## src/rtl/coin_pkg.sv

```systemverilog
// Shared types and denomination constants for the coin acceptor front-end.
package coin_pkg;

    typedef enum logic [2:0] {
        IDLE    = 3'd0,
        COLLECT = 3'd1,
        ARMED   = 3'd2,
        BUSY    = 3'd3,
        REFUND  = 3'd4
    } coin_state_t;

    localparam int COIN_VAL_0 = 1;
    localparam int COIN_VAL_1 = 2;
    localparam int COIN_VAL_2 = 5;
    localparam int COIN_VAL_3 = 10;

    function automatic logic [3:0] coin_lut(input logic [1:0] code);
        logic [3:0] val;
        case (code)
            2'b00:   val = 4'(COIN_VAL_0);
            2'b01:   val = 4'(COIN_VAL_1);
            2'b10:   val = 4'(COIN_VAL_2);
            default: val = 4'(COIN_VAL_3);
        endcase
        return val;
    endfunction

endpackage

```

## src/rtl/coin_debounce.sv

```systemverilog
// Debounces the coin-slot sensor and flags the rising edge of the filtered level
// as a one-cycle pulse, aligned with the first cycle the filtered level reads 1.
module coin_debounce #(
    parameter int DEBOUNCE_CYCLES = 4
) (
    input  logic clk,
    input  logic rst,
    input  logic raw,
    output logic level,
    output logic rise_pulse
);

    localparam int CNT_W = $clog2(DEBOUNCE_CYCLES + 1);

    logic [CNT_W-1:0] cnt_q, cnt_d;
    logic             level_q, level_d;
    logic             rise_q, rise_d;

    always_comb begin
        level_d = level_q;
        cnt_d   = '0;
        rise_d  = 1'b0;
        if (raw != level_q) begin
            if (cnt_q == CNT_W'(DEBOUNCE_CYCLES - 1)) begin
                level_d = raw;
                rise_d  = raw;
            end else begin
                cnt_d = cnt_q + 1'b1;
            end
        end
    end

    always_ff @(posedge clk) begin
        if (rst) begin
            cnt_q   <= '0;
            level_q <= 1'b0;
            rise_q  <= 1'b0;
        end else begin
            cnt_q   <= cnt_d;
            level_q <= level_d;
            rise_q  <= rise_d;
        end
    end

    assign level      = level_q;
    assign rise_pulse = rise_q;

endmodule

```

## src/rtl/coin_acceptor.sv

```systemverilog
// Payment front-end for the washing-machine controller: credit accumulation,
// arming of the start request, change/refund dispensing and coin rejection.
module coin_acceptor
    import coin_pkg::*;
#(
    parameter int DEBOUNCE_CYCLES = 4,
    parameter int CREDIT_W        = 8,
    parameter int PRICE_SINGLE    = 10,
    parameter int PRICE_DOUBLE    = 15,
    parameter int COLLECT_TIMEOUT = 255,
    parameter int ACCEPT_TIMEOUT  = 16
) (
    input  logic                clk,
    input  logic                rst,
    input  logic                coin_raw,
    input  logic [1:0]          coin_value,
    input  logic                double_wash_req,
    input  logic                cancel,
    input  logic                wash_done,
    output logic                coin_in,
    output logic                double_wash,
    output logic [CREDIT_W-1:0] credit,
    output logic                refund_valid,
    output logic [CREDIT_W-1:0] refund_amt,
    output logic                coin_reject
);

    localparam int CT_W = (COLLECT_TIMEOUT > 1) ? $clog2(COLLECT_TIMEOUT) : 1;
    localparam int AT_W = (ACCEPT_TIMEOUT > 1) ? $clog2(ACCEPT_TIMEOUT) : 1;

    function automatic logic [CREDIT_W-1:0] sat_add(input logic [CREDIT_W-1:0] a,
                                                    input logic [CREDIT_W-1:0] b);
        logic [CREDIT_W:0] full;
        full = {1'b0, a} + {1'b0, b};
        return full[CREDIT_W] ? {CREDIT_W{1'b1}} : full[CREDIT_W-1:0];
    endfunction

    coin_state_t         state_q, state_d;
    logic [CREDIT_W-1:0] credit_q, credit_d;
    logic [CREDIT_W-1:0] paid_q, paid_d;
    logic [CREDIT_W-1:0] pend_q, pend_d;
    logic [CREDIT_W-1:0] refund_amt_q, refund_amt_d;
    logic [CT_W-1:0]     ctmr_q, ctmr_d;
    logic [AT_W-1:0]     atmr_q, atmr_d;
    logic                dbl_q, dbl_d;
    logic                refund_valid_q, refund_valid_d;
    logic                coin_reject_q, coin_reject_d;

    logic                coin_level, coin_rise, coin_event;
    logic [CREDIT_W-1:0] coin_amt, price, sum, change;

    coin_debounce #(.DEBOUNCE_CYCLES(DEBOUNCE_CYCLES)) u_debounce (
        .clk        (clk),
        .rst        (rst),
        .raw        (coin_raw),
        .level      (coin_level),
        .rise_pulse (coin_rise)
    );

    assign coin_event = coin_rise & coin_level;
    assign coin_amt   = CREDIT_W'(coin_lut(coin_value));
    assign price      = double_wash_req ? CREDIT_W'(PRICE_DOUBLE) : CREDIT_W'(PRICE_SINGLE);

    always_comb begin
        state_d        = state_q;
        credit_d       = credit_q;
        paid_d         = paid_q;
        pend_d         = pend_q;
        ctmr_d         = ctmr_q;
        atmr_d         = '0;
        dbl_d          = dbl_q;
        refund_valid_d = 1'b0;
        refund_amt_d   = '0;
        coin_reject_d  = 1'b0;
        sum            = coin_event ? sat_add(credit_q, coin_amt) : credit_q;
        change         = sum - price;
        case (state_q)
            IDLE: begin
                ctmr_d = '0;
                if (coin_event) begin
                    state_d  = COLLECT;
                    credit_d = coin_amt;
                end
            end
            COLLECT: begin
                // A coin landing on the arming cycle is folded into the change.
                if (cancel) begin
                    state_d = REFUND;
                    pend_d  = sum;
                end else if (credit_q >= price && wash_done) begin
                    state_d  = ARMED;
                    paid_d   = price;
                    dbl_d    = double_wash_req;
                    credit_d = '0;
                    if (change != '0) begin
                        refund_valid_d = 1'b1;
                        refund_amt_d   = change;
                    end
                end else if (coin_event) begin
                    credit_d = sum;
                    ctmr_d   = '0;
                end else if (ctmr_q == CT_W'(COLLECT_TIMEOUT - 1)) begin
                    state_d = REFUND;
                    pend_d  = credit_q;
                end else begin
                    ctmr_d = ctmr_q + 1'b1;
                end
            end
            ARMED: begin
                coin_reject_d = coin_event;
                if (!wash_done) begin
                    state_d = BUSY;
                end else if (atmr_q == AT_W'(ACCEPT_TIMEOUT - 1)) begin
                    state_d = REFUND;
                    pend_d  = paid_q;
                    dbl_d   = 1'b0;
                end else begin
                    atmr_d = atmr_q + 1'b1;
                end
            end
            BUSY: begin
                coin_reject_d = coin_event;
                if (wash_done) begin
                    state_d = IDLE;
                    dbl_d   = 1'b0;
                end
            end
            REFUND: begin
                refund_valid_d = 1'b1;
                refund_amt_d   = pend_q;
                credit_d       = '0;
                ctmr_d         = '0;
                if (coin_event) begin
                    state_d  = COLLECT;
                    credit_d = coin_amt;
                end else begin
                    state_d = IDLE;
                end
            end
            default: state_d = IDLE;
        endcase
    end

    always_ff @(posedge clk) begin
        if (rst) begin
            state_q        <= IDLE;
            credit_q       <= '0;
            paid_q         <= '0;
            pend_q         <= '0;
            ctmr_q         <= '0;
            atmr_q         <= '0;
            dbl_q          <= 1'b0;
            refund_valid_q <= 1'b0;
            refund_amt_q   <= '0;
            coin_reject_q  <= 1'b0;
        end else begin
            state_q        <= state_d;
            credit_q       <= credit_d;
            paid_q         <= paid_d;
            pend_q         <= pend_d;
            ctmr_q         <= ctmr_d;
            atmr_q         <= atmr_d;
            dbl_q          <= dbl_d;
            refund_valid_q <= refund_valid_d;
            refund_amt_q   <= refund_amt_d;
            coin_reject_q  <= coin_reject_d;
        end
    end

    assign coin_in      = (state_q == ARMED);
    assign double_wash  = dbl_q;
    assign credit       = credit_q;
    assign refund_valid = refund_valid_q;
    assign refund_amt   = refund_amt_q;
    assign coin_reject  = coin_reject_q;

endmodule

```

## config.mk

```make
export PLATFORM = sky130hd
export DESIGN_NAME = coin_acceptor
export DESIGN_NICKNAME = d
export VERILOG_FILES = /design/src/rtl/coin_pkg.sv /design/src/rtl/coin_debounce.sv /design/src/rtl/coin_acceptor.sv
export SDC_FILE = /design/constraint.sdc
export NUM_CORES = 1
export LEC_CHECK = 0
export ABC_AREA = 1
export BUFFER_PORTS_ARGS = -buffer_cell sky130_fd_sc_hd__buf_2
export CAP_MARGIN = 15
export CORE_ASPECT_RATIO = 1.75
export CORE_UTILIZATION = 59
export DETAILED_ROUTE_END_ITERATION = 16
export PLACE_DENSITY = 0.79
export SLEW_MARGIN = 20
export SYNTH_ARGS = -nofsm -noshare
export SYNTH_HDL_FRONTEND = slang
export SYNTH_SLANG_ARGS = --single-unit
```

## constraint.sdc

```tcl
create_clock -name clk -period 3.01 [get_ports clk]
set_input_delay 0.301 -clock clk [delete_from_list [all_inputs] [get_ports clk]]
set_output_delay 0.301 -clock clk [all_outputs]
set_load 0.005 [all_outputs]
```

**Word-level counts from Yosys, hierarchy flattened**

Cells that the tools add are included.

- Register bits after elaboration: 55
- Bits of input ports: 8
- Output and inout port bits: 20
- Logic and storage cells: 118

- Add/sub/neg operators: 5
- $lt $le $gt $ge: 1
- Equal/unequal tests: 25
- Mux-type cells: 46
- Bitwise gates (word level): 7
- Reductions and logical operators: 21

Operators with widths:

| operator | number |
|---|---|
| two-way mux 8 bit | 19 |
| one-hot mux 8 bit (2 select lines) | 3 |
| two-way mux 3 bit | 9 |
| one-hot mux 8 bit (3 select lines) | 1 |
| inequality test 3 bit (second input constant) | 5 |
| one-hot mux 3 bit (5 select lines) | 1 |
| inequality test 2 bit (second input constant) | 6 |
| one-hot mux 4 bit (3 select lines) | 1 |
| AND reduction 6 bit | 2 |
| adder 8 x 4 -> 9 bit | 1 |
| equality test 3 x 2 -> 1 bit (second input constant) | 3 |
| two-way mux 1 bit | 9 |
| adder 8 x 1 -> 8 bit (second input constant) | 1 |
| equality test 8 bit (second input constant) | 1 |
| greater-or-equal comparator 8 x 4 -> 1 bit | 1 |
| inequality test 4 bit (second input constant) | 2 |
| AND reduction 4 bit | 2 |
| nonzero test 8 bit | 1 |
| subtractor 8 x 4 -> 8 bit | 1 |
| inverter 1 bit | 6 |
| nonzero test 3 bit | 2 |
| OR reduction 2 bit | 3 |
| OR reduction 3 bit | 2 |
| AND reduction 5 bit | 1 |
| other kinds (21) | 22 |

**Longest topological paths before layout**

Gate-level depths: netlist of run 1.

- Depth in word-level cells: 11
- Depth in mapped cells: 25
- Depth with buffers taken out: 25

**Modules after synthesis**

Synthesis of run 1 repeated with hierarchy kept, for this count alone.

- Cell total of the unflattened synthesis: 433
- Area total of the unflattened synthesis: 2934.1 µm²

Modules (own cells, without submodules):

| module | times used | cells each | area an instance (µm²) | seq. area each (µm²) |
|---|---|---|---|---|
| coin_acceptor | 1 | 412 | 2751.4 | 880.8 |
| coin_debounce | 1 | 21 | 182.7 | 100.1 |

**Worst setup path before layout of run 1**

Ideal clock, no wire load.

- Path type: flip-flop to flip-flop
- From: reg credit_q[0] (netlist: credit[0])
- To: reg refund_valid_q (netlist: refund_valid)
- Library setup time: 132 ps
- Arrival: 2606 ps
- Data required time: 2878 ps
- Slack: 272 ps
- Stages on the path, launching flop included: 23
- Buffers on the path: 0
- Period minus slack after synthesis: 2738 ps
- Cells stage by stage: dfxtp_1 > ha_1 > inv_1 > fa_1 > inv_1 > nand2_1 > nand2_1 > nand3_1 > nand2_1 > nor2_1 > a21oi_1 > inv_1 > ha_1 > inv_1 > ha_1 > xnor2_1 > inv_1 > nor3_1 > nand3_1 > nand2_1 > nand2_1 > nor2_1 > a21oi_1

- Cells in the longest elaborated chain, start to end: 9
- Elaborated cells between the ends (all ways): 11
- Those cells by class: add/sub (2); order compare (1); mux (6); reduce/logical (2)

RTL lines:

| item | RTL line | RTL |
|---|---|---|
| start, declared | coin_acceptor.sv:39 | `logic [CREDIT_W-1:0] credit_q, credit_d;` |
| start signal, assigned | coin_acceptor.sv:158 | `credit_q <= credit_d;` |
| adder 8 x 4 -> 9 bit | coin_acceptor.sv:34 | `full = {1'b0, a} + {1'b0, b};` |
| two-way mux 8 bit | coin_acceptor.sv:35 | `return full[CREDIT_W] ? {CREDIT_W{1'b1}} : full[CREDIT_W-1:0];` |
| two-way mux 8 bit | coin_acceptor.sv:75 | `sum = coin_event ? sat_add(credit_q, coin_amt) : credit_q;` |
| subtractor 8 x 4 -> 8 bit | coin_acceptor.sv:76 | `change = sum - price;` |
| nonzero test 8 bit | coin_acceptor.sv:95 | `if (change != '0) begin` |
| two-way mux 1 bit | coin_acceptor.sv:95 |  |
| two-way mux 1 bit (*) | coin_acceptor.sv:90 | `end else if (credit_q >= price && wash_done) begin` |
| two-way mux 1 bit (*) | coin_acceptor.sv:87 | `if (cancel) begin` |
| one-hot mux 1 bit (2 select lines) (*) | coin_acceptor.sv:77 | `case (state_q)` |
| end signal, assigned | coin_acceptor.sv:164 | `refund_valid_q <= refund_valid_d;` |
| end, declared | coin_acceptor.sv:46 | `logic refund_valid_q, refund_valid_d;` |

Every way passes the cells marked *; elsewhere a longest branch is shown, timed or not.
A chain may end at the register's enable or synchronous reset.

**Final worst setup path of run 1**

Ends and elaborated chain as after synthesis.

==> impl_metrics.toml, run 1 <==
[outcome]
status = "complete, no violations"

[setup_path]
critPathKind = "reg -> reg"
cp_top_family = "adder cells"
crit_slowest_cell = "dfxtp_2"
cp_common_cell = "nand2_1"
start_kind = "register"
max_stage_delay_ns = 0.35
required_ns = 3.20
critPathMaxFanout = 4
path_buf_inv = 4
crit_path_end_kind = "register"
cp.arrival_ns = 3.02
crit_path_cell_trace = "ha_2, inv_1, fa_2, buf_4, xnor2_1, o22ai_2, inv_1, ha_1, inv_1, nor2_1, nand3_1, nand2_1, nand2_2, nand3_2, nand2_1, nand2_1, nand2_1, nor2_1, a21oi_1"

[layout]
n_antenna_cell = 0
areaGrowthSynthToFinish_pct = 11.7
n_fill_cell = 459
drive_gt1_share_pct = 20.0
fin_nets = 488

[logic_synthesis]
synth_nets = 455
netlist_instances = 432
synthTopCellsByCount = "107 x nand2_1, 61 x inv_1, 49 x dfxtp_1"
yosysTopAreaCellShare_pct = 33.1
synth.distinct_cells = 41
ys_seq_area_share_pct = 33.1
synthFlopType = "dfxtp_1"
syn_area_mm2 = 0.00296
ys_seq_elements = 49
async_flop_share_pct = 0
ys_warn_count = 0
synth_edf_count = 0
yosysTopAreaCell = "dfxtp_1"
syn_area_per_cell_um2 = 6.86
ys_top_cells_by_area = "dfxtp_1 33%, nand2_1 14%, inv_1 7.7%"
synth_most_common_cell = "nand2_1"

[timing]
final_max_slew_viol_count = 0
period_needed_ns = 2.82
tightest_slew_ns = 0.614
slew_headroom_pct = 59.0
max_freq_mhz = 354
finalHoldViolations = 0
setup_viol = 0
finalClockSkew_ns = 0.00731
fin_crit_sh_pct = 93.8
holdWs_ns = 0.290

[floorplanning]
start_util_pct = 62.4
die_h_um = 95.7
coreArea_mm2 = 0.00475
dieArea_mm2 = 0.00532
die_x_um = 55.6
ios = 28
rows = 33

[drt]
vias = 2856
drt-total-wl_um = 6990
wire_per_inst_um = 13.5
via_per_inst = 5.51
drcViolationCount = 0
first_iter_violations = 163
first_pass_iters = 4
postRouteAntennaNets = 0

[power]
p_leak_nw = 1.54
ir_drop_mv = 0.389
p_per_area_mw_per_mm2 = 508
fin_total_pwr_mw = 1.68

[clock_network]
htreeDepth = 2
clk_path_buf_depth = 2
cts_made_buffers = 5
root_buffer = "clkbuf_8"
clk_latency_ns = 0.30
hold_buffers = 0
cts.reportedPaths.clkPinSlew_ns = 0.10
cts_setup_buffers = 0
cts_tree = "built"
cts_sinks = 49

[global_routing]
grt_antenna_before_repair = 0
grt_max_degree = 24
grt_pass1_wl_um = 11800
grt.overflow.total = 0
grt_pass1_vias = 2797
grt_usage_pct = 28.0

[job]
cap_violations = 0

[placement]
dp_hpwl_um = 5270
portBuffers = 27
gp_congestion = 0.914

[worst_hold_path]
hold_class = "in -> reg"
==> routing by layer <==
metal	vias up	global-route usage, %	wire [µm]
met4	0	15.4	301
li1	1461	-	-
met2	67	55.0	3890
met3	27	3.36	194
met1	1301	28.1	2600
met5	-	0	0
==> through the flow <==
step	TNS, ns	util (%)	std cells	setup WS, ns	cell area [µm²]
5_1_grt	-0.00184	69.7	518	-0.00184	3310
2_1_floorplan	0	-	432	0.272	2960
3_3_place_gp	-0.0199	66.5	510	-0.0199	3160
4_1_cts	0	68.9	518	0.0474	3270
3_5_place_dp	-0.169	66.5	510	-0.0923	3160
6_report	0	69.7	518	0.187	3310
==> cells by family after synthesis <==
family / Yosys count / share of synthesized area, %
simple gates: 201 / 30.0
buf+inv: 81 / 11.8
flops: 49 / 33.1
compound gates: 82 / 17.3
xor+xnor: 4 / 1.18
fa+ha+maj: 15 / 6.59
==> layout make-up <==
class	count	area (µm²)	area share [%]
timing repair buffer	39	225	6.81
clock inverter	3	43.8	1.32
clock buffer	5	68.8	2.08
multi-input combinational	302	1670	50.4
inverter	68	255	7.72
tap	52	65.1	1.97
sequential	49	982	29.7
==> worst min-delay path, cell delays in order <==
cell and delay (ns):
buf_2 0.12, nand2_1 0.08, nor2_1 0.05
==> sequential cells by signal (all words and copies together), names as in the netlist <==
name                   count
atmr_q                     4
coin_reject                1
credit                     8
ctmr_q                     8
double_wash                1
paid_q                     2
pend_q                     8
refund_amt                 8
refund_valid               1
state_q                    3
u_debounce.cnt_q           3
u_debounce.level           1
u_debounce.rise_pulse      1
==> cells in the final DEF, fill, tap and decap left out, types with 2 or more instances in the layout <==
cell,Yosys,final
inv_1,61,59
o21bai_1,4,4
nand4_1,5,5
xnor2_1,3,3
nor3_1,8,7
ha_1,14,11
o21ai_2,6,6
nand3_1,25,24
nor2_1,38,38
nand2_2,4,6
nand3b_1,2,2
a21oi_2,4,5
o211ai_1,5,5
dfxtp_1,49,48
o21ai_0,14,14
o311ai_0,2,2
nor2_2,3,3
o311ai_1,2,2
buf_4,2,12
clkbuf_8,0,5
buf_2,3,27
nand2_1,107,105
nor2_4,4,4
inv_2,7,9
nand3_2,1,2
ha_2,0,3
a21oi_1,38,37
==> power breakdown <==
part	internal, mW	switching (mW)
Clock	0.249	0.230
Sequential	0.698	0.0353
Combinational	0.174	0.293
==> final timing paths <==
| check | startpoint | end | slack, ns | cells after the start |
|---|---|---|---|---|
| max | credit[0] | refund_valid | 0.19 | 19 |
| min | coin_raw | u_debounce.rise_pulse | 0.29 | 3 |
| max reg2reg | credit[0] | refund_valid | 0.19 | 19 |
| min reg2reg | u_debounce.cnt_q[0] | u_debounce.cnt_q[0] | 0.42 | 1 |
==> what timing repair did <==
action / CTS / global route
endpoints found under the setup margin: 0 / 5
hold endpoints to repair: 0 / 0
gates resized for setup: 0 / 13
No activity file was read; power rests on OpenSTA's default activity.
==> run 2: changes to the inputs <==
CORE_UTILIZATION = 63   (was 59)
PLACE_DENSITY = 0.84   (was 0.79)
clock period = 3.55 ns   (was 3.01 ns; I/O delays follow)
==> impl_metrics.toml, run 2 (synthesis results as in run 1) <==
[timing]
period_needed_ns = 3.10
final_max_slew_viol_count = 0
max_freq_mhz = 322
fin_crit_sh_pct = 87.4
slew_headroom_pct = 59.5
setup-tns-final_ns = 0
finalHoldViolations = 0
rsz0062_at_grt = "false"
setup_viol = 0
holdWs_ns = 0.332
tightest_slew_ns = 0.607
finalClockSkew_ns = 0.00628
worst_slack_ns = 0.446

[layout]
instances_no_fill = 507
n_antenna_cell = 0
multi_input_area_mm2 = 0.00163
n_fill_cell = 413
utilization_pct = 71.3
fin_nets = 478
areaGrowthSynthToFinish_pct = 7.01
final_common_cell = "nand2_1"
final_cell_area_mm2 = 0.00317
drive_gt1_share_pct = 15.4
final_cell_mix = "107 x nand2_1, 61 x inv_1, 48 x dfxtp_1"
seqCellArea_um2 = 982

[floorplanning]
ios = 28
die_x_um = 53.8
dieArea_mm2 = 0.00499
start_util_pct = 66.7
die_h_um = 92.7
rows = 32
coreArea_mm2 = 0.00444

[setup_path]
cp-startpoint = "credit[0]"
max_stage_delay_ns = 0.40
critPathKind = "reg -> reg"
start_kind = "register"
critPathMaxFanout = 5
required_ns = 3.73
crit_path_end_kind = "register"
timing.rr.start = "credit[0]"
cp.arrival_ns = 3.28
cp_top_family = "simple AND/OR/NAND/NOR gates"
crit_slowest_cell = "fa_1"
cp_common_cell = "nand2_1"
path_buf_inv = 4
crit_path_cell_trace = "ha_1, inv_1, fa_1, inv_1, nand2_1, nand2_1, nand3_1, nand2_1, nor2_1, a21oi_1, inv_1, ha_1, inv_1, ha_1, nand2_1, nand2_1, nand4_1, nand2_1, nand3_1, nand2_1, nand2_1, nor2_1, a21oi_1"

[power]
p_leak_nw = 1.48
p_per_area_mw_per_mm2 = 416
fin_total_pwr_mw = 1.32
ir_drop_mv = 0.343

[job]
cap_violations = 0

[placement]
gp_congestion = 0.978
pre_cts_slack_ns = 0.319
dp.cells = 499
portBuffers = 27
dpl-instance-area_mm2 = 0.00308
dp_hpwl_um = 5270

[clock_network]
cts.reportedPaths.clkPinSlew_ns = 0.09
clk_path_buf_depth = 2
root_buffer = "clkbuf_8"
cts_made_buffers = 5
clk_latency_ns = 0.31
cts_tree = "built"
hold_buffers = 0
cts_setup_buffers = 0
htreeDepth = 2
cts_sinks = 49

[global_routing]
grt_pass1_wl_um = 11600
grt.overflow.total = 0
grt_pass1_vias = 2859
grt_antenna_before_repair = 0
grt_max_degree = 25
grt_usage_pct = 31.1

[drt]
drt-total-wl_um = 6860
first_pass_iters = 4
wire_per_inst_um = 13.5
drcViolationCount = 0
first_iter_violations = 73
via_per_inst = 5.61
vias = 2842
postRouteAntennaNets = 0

[worst_hold_path]
min-delay-start = "coin_raw"
hold_class = "in -> reg"

[outcome]
status = "complete, no violations"
[run 2: path summary, 6_finish.rpt]
kind | slack, ns | to | cells after the start
worst min register to register | 0.44 | u_debounce.cnt_q[0] | 1
worst min-delay path | 0.33 | u_debounce.rise_pulse | 3
worst max-delay path | 0.45 | refund_valid | 23
worst max register to register | 0.45 | refund_valid | 23
[run 2: cell type report]
| class | instances | share of cell area (%) |
|---|---|---|
| multi-input cells | 302 | 51.5 |
| flip-flops and latches | 49 | 31.0 |
| inverters | 68 | 8.05 |
| repair buffers | 29 | 4.74 |
| clock buffers | 6 | 2.29 |
| well taps | 51 | 2.01 |
| clock inverters | 2 | 0.434 |
[run 2: routing by layer]
layer  track usage, %  up-vias  wire [µm]
met1             29.6     1308       2590
met3             4.93       35        166
met5                0        -          0
met4             20.8        0        368
li1                 -     1435          -
met2             56.4       64       3730
[run 2: report_power, final]
part | leakage (nW) | total (mW) | switching (mW) | internal (mW)
logic | 1.04 | 0.351 | 0.227 | 0.124
registers | 0.396 | 0.632 | 0.0401 | 0.592
clock network | 0.0456 | 0.334 | 0.194 | 0.141
total | 1.48 | 1.32 | 0.461 | 0.857
[run 2: worst register-to-register path: cells and delay by family (launching register included)]
| family | cells | cell delay, ns |
|---|---|---|
| and+or+nand+nor | 13 | 1.02 |
| adders and majority gates | 4 | 0.98 |
| DFF | 1 | 0.39 |
| buffers and inverters | 4 | 0.31 |
| AOI/OAI and AO/OA | 2 | 0.26 |
[run 2: timing repair]
item | 4_1_cts | 5_1_grt
endpoints found under the hold margin | 0 | 0
resized for setup | 0 | 1
endpoints found under the setup margin | 0 | 1
==> run 3: changes to the inputs <==
CORE_UTILIZATION = 59   (was 63)
MAX_ROUTING_LAYER = met4   (was default)
PLACE_DENSITY = 0.79   (was 0.84)
clock period = 3.3 ns   (was 3.55 ns; I/O delays follow)
==> impl_metrics.toml, run 3 (synthesis results as in run 1) <==
[floorplanning]
ios = 28
rows = 33
coreArea_mm2 = 0.00475
start_util_pct = 62.4
die_h_um = 95.7
die_x_um = 55.6
dieArea_mm2 = 0.00532

[clock_network]
post_cts_resized = 0
cts_made_buffers = 5
hold_buffers = 0
cts_setup_buffers = 0
clk_path_buf_depth = 2
clk_latency_ns = 0.32
cts_tree = "built"
htreeDepth = 2
root_buffer = "clkbuf_8"
cts_sinks = 49
cts.reportedPaths.clkPinSlew_ns = 0.10

[placement]
dp_hpwl_um = 5170
portBuffers = 27
gp_congestion = 0.934
dpl-instance-area_mm2 = 0.00311

[setup_path]
required_ns = 3.50
crit_path_cell_trace = "inv_1, fa_1, inv_1, nand2_1, nand2_1, nand3_1, nand2_1, nor2_1, a21oi_1, inv_1, ha_1, inv_1, ha_1, nand2_1, nand2_1, nand4_1, nand2_1, nand3_1, nand2_1, nand2_1, nor2_1, a21oi_1"
start_kind = "register"
critPathKind = "reg -> reg"
cp.arrival_ns = 3.18
path_buf_inv = 4
max_stage_delay_ns = 0.46
crit_path_end_kind = "register"
cp-startpoint = "credit[1]"
reg2reg_slack_ns = 0.33
cp_common_cell = "nand2_1"
cp_top_family = "simple AND/OR/NAND/NOR gates"
crit_slowest_cell = "dfxtp_1"
timing.rr.start = "credit[1]"
critPathMaxFanout = 6

[drt]
via_per_inst = 5.63
route.top_layer_used = "met4"
wire_per_inst_um = 13.3
wl_met1_um = 2530
vias = 2877
drcViolationCount = 0
postRouteAntennaNets = 0
first_pass_iters = 6
wl_met3_um = 201
met2_length_um = 3760
first_iter_violations = 120
drt-total-wl_um = 6780

[layout]
n_fill_cell = 454
final_cell_mix = "107 x nand2_1, 61 x inv_1, 49 x dfxtp_1"
areaGrowthSynthToFinish_pct = 8.07
drive_gt1_share_pct = 15.9
final_common_cell = "nand2_1"
n_antenna_cell = 0
fin_nets = 481
final_cell_area_mm2 = 0.00320

[power]
p_leak_nw = 1.49
fin_total_pwr_mw = 1.44
p_per_area_mw_per_mm2 = 451
ir_drop_mv = 0.384

[timing]
setup-tns-final_ns = 0
period_needed_ns = 2.97
holdWs_ns = 0.292
setup_viol = 0
tightest_slew_ns = 0.612
finalHoldViolations = 0
finalClockSkew_ns = 0.0106
max_freq_mhz = 337
slew_headroom_pct = 59.2
rsz0062_at_grt = "false"
final_max_slew_viol_count = 0
fin_crit_sh_pct = 90.0

[global_routing]
grt_pass1_vias = 2737
grt_usage_pct = 28.6
grt_pass1_wl_um = 11600
grt_max_degree = 25
grt_antenna_before_repair = 0
grt.overflow.total = 0

[worst_hold_path]
hold_class = "in -> reg"
min-delay-start = "coin_raw"

[job]
cap_violations = 0

[outcome]
status = "complete, no violations"
[run 3: worst register-to-register path, stage by stage, from the launching register on]
cell	delay (ns)
dfxtp_1	0.46
inv_1	0.12
fa_1	0.46
inv_1	0.09
nand2_1	0.05
nand2_1	0.07
nand3_1	0.08
nand2_1	0.11
nor2_1	0.05
a21oi_1	0.17
inv_1	0.09
ha_1	0.20
inv_1	0.06
ha_1	0.16
nand2_1	0.06
nand2_1	0.07
nand4_1	0.12
nand2_1	0.10
nand3_1	0.07
nand2_1	0.06
nand2_1	0.05
nor2_1	0.10
a21oi_1	0.06
[run 3: path summary, 6_finish.rpt]
| kind | end | depth (start not counted) |
|---|---|---|
| max reg2reg | refund_valid | 22 |
| min reg2reg | u_debounce.cnt_q[0] | 1 |
| min | u_debounce.rise_pulse | 3 |
| max | refund_valid | 22 |
[run 3: cell type report]
| cell class | count | area, µm² | share of cell area [%] |
|---|---|---|---|
| Timing Repair Buffer | 32 | 173 | 5.39 |
| Inverter | 68 | 255 | 7.97 |
| Clock inverter | 3 | 26.3 | 0.821 |
| Multi-Input combinational cell | 302 | 1630 | 51.0 |
| Sequential cell | 49 | 981 | 30.6 |
| Clock buffer | 5 | 68.8 | 2.15 |
| Tap cell | 52 | 65.1 | 2.03 |
[run 3: through the flow]
stage / setup WS [ns] / std cells / util, %
after floorplan: 0.562 / 432 / -
after global placement: 0.276 / 503 / 65.4
after detailed placement: 0.205 / 503 / 65.4
after CTS: 0.340 / 511 / 67.4
after global routing: 0.00328 / 511 / 67.4
final: 0.328 / 511 / 67.4
[run 3: report_power, final]
part / switching (mW) / total [mW] / internal, mW
combinational: 0.248 / 0.387 / 0.139
sequential: 0.0364 / 0.673 / 0.636
clock: 0.230 / 0.384 / 0.155
total: 0.514 / 1.44 / 0.930
[run 3: metal layers]
layer	global-route usage, %	vias to the layer above
met2	55.8	63
met4	16.0	0
met5	-	-
li1	-	1455
met1	26.8	1334
met3	3.23	25
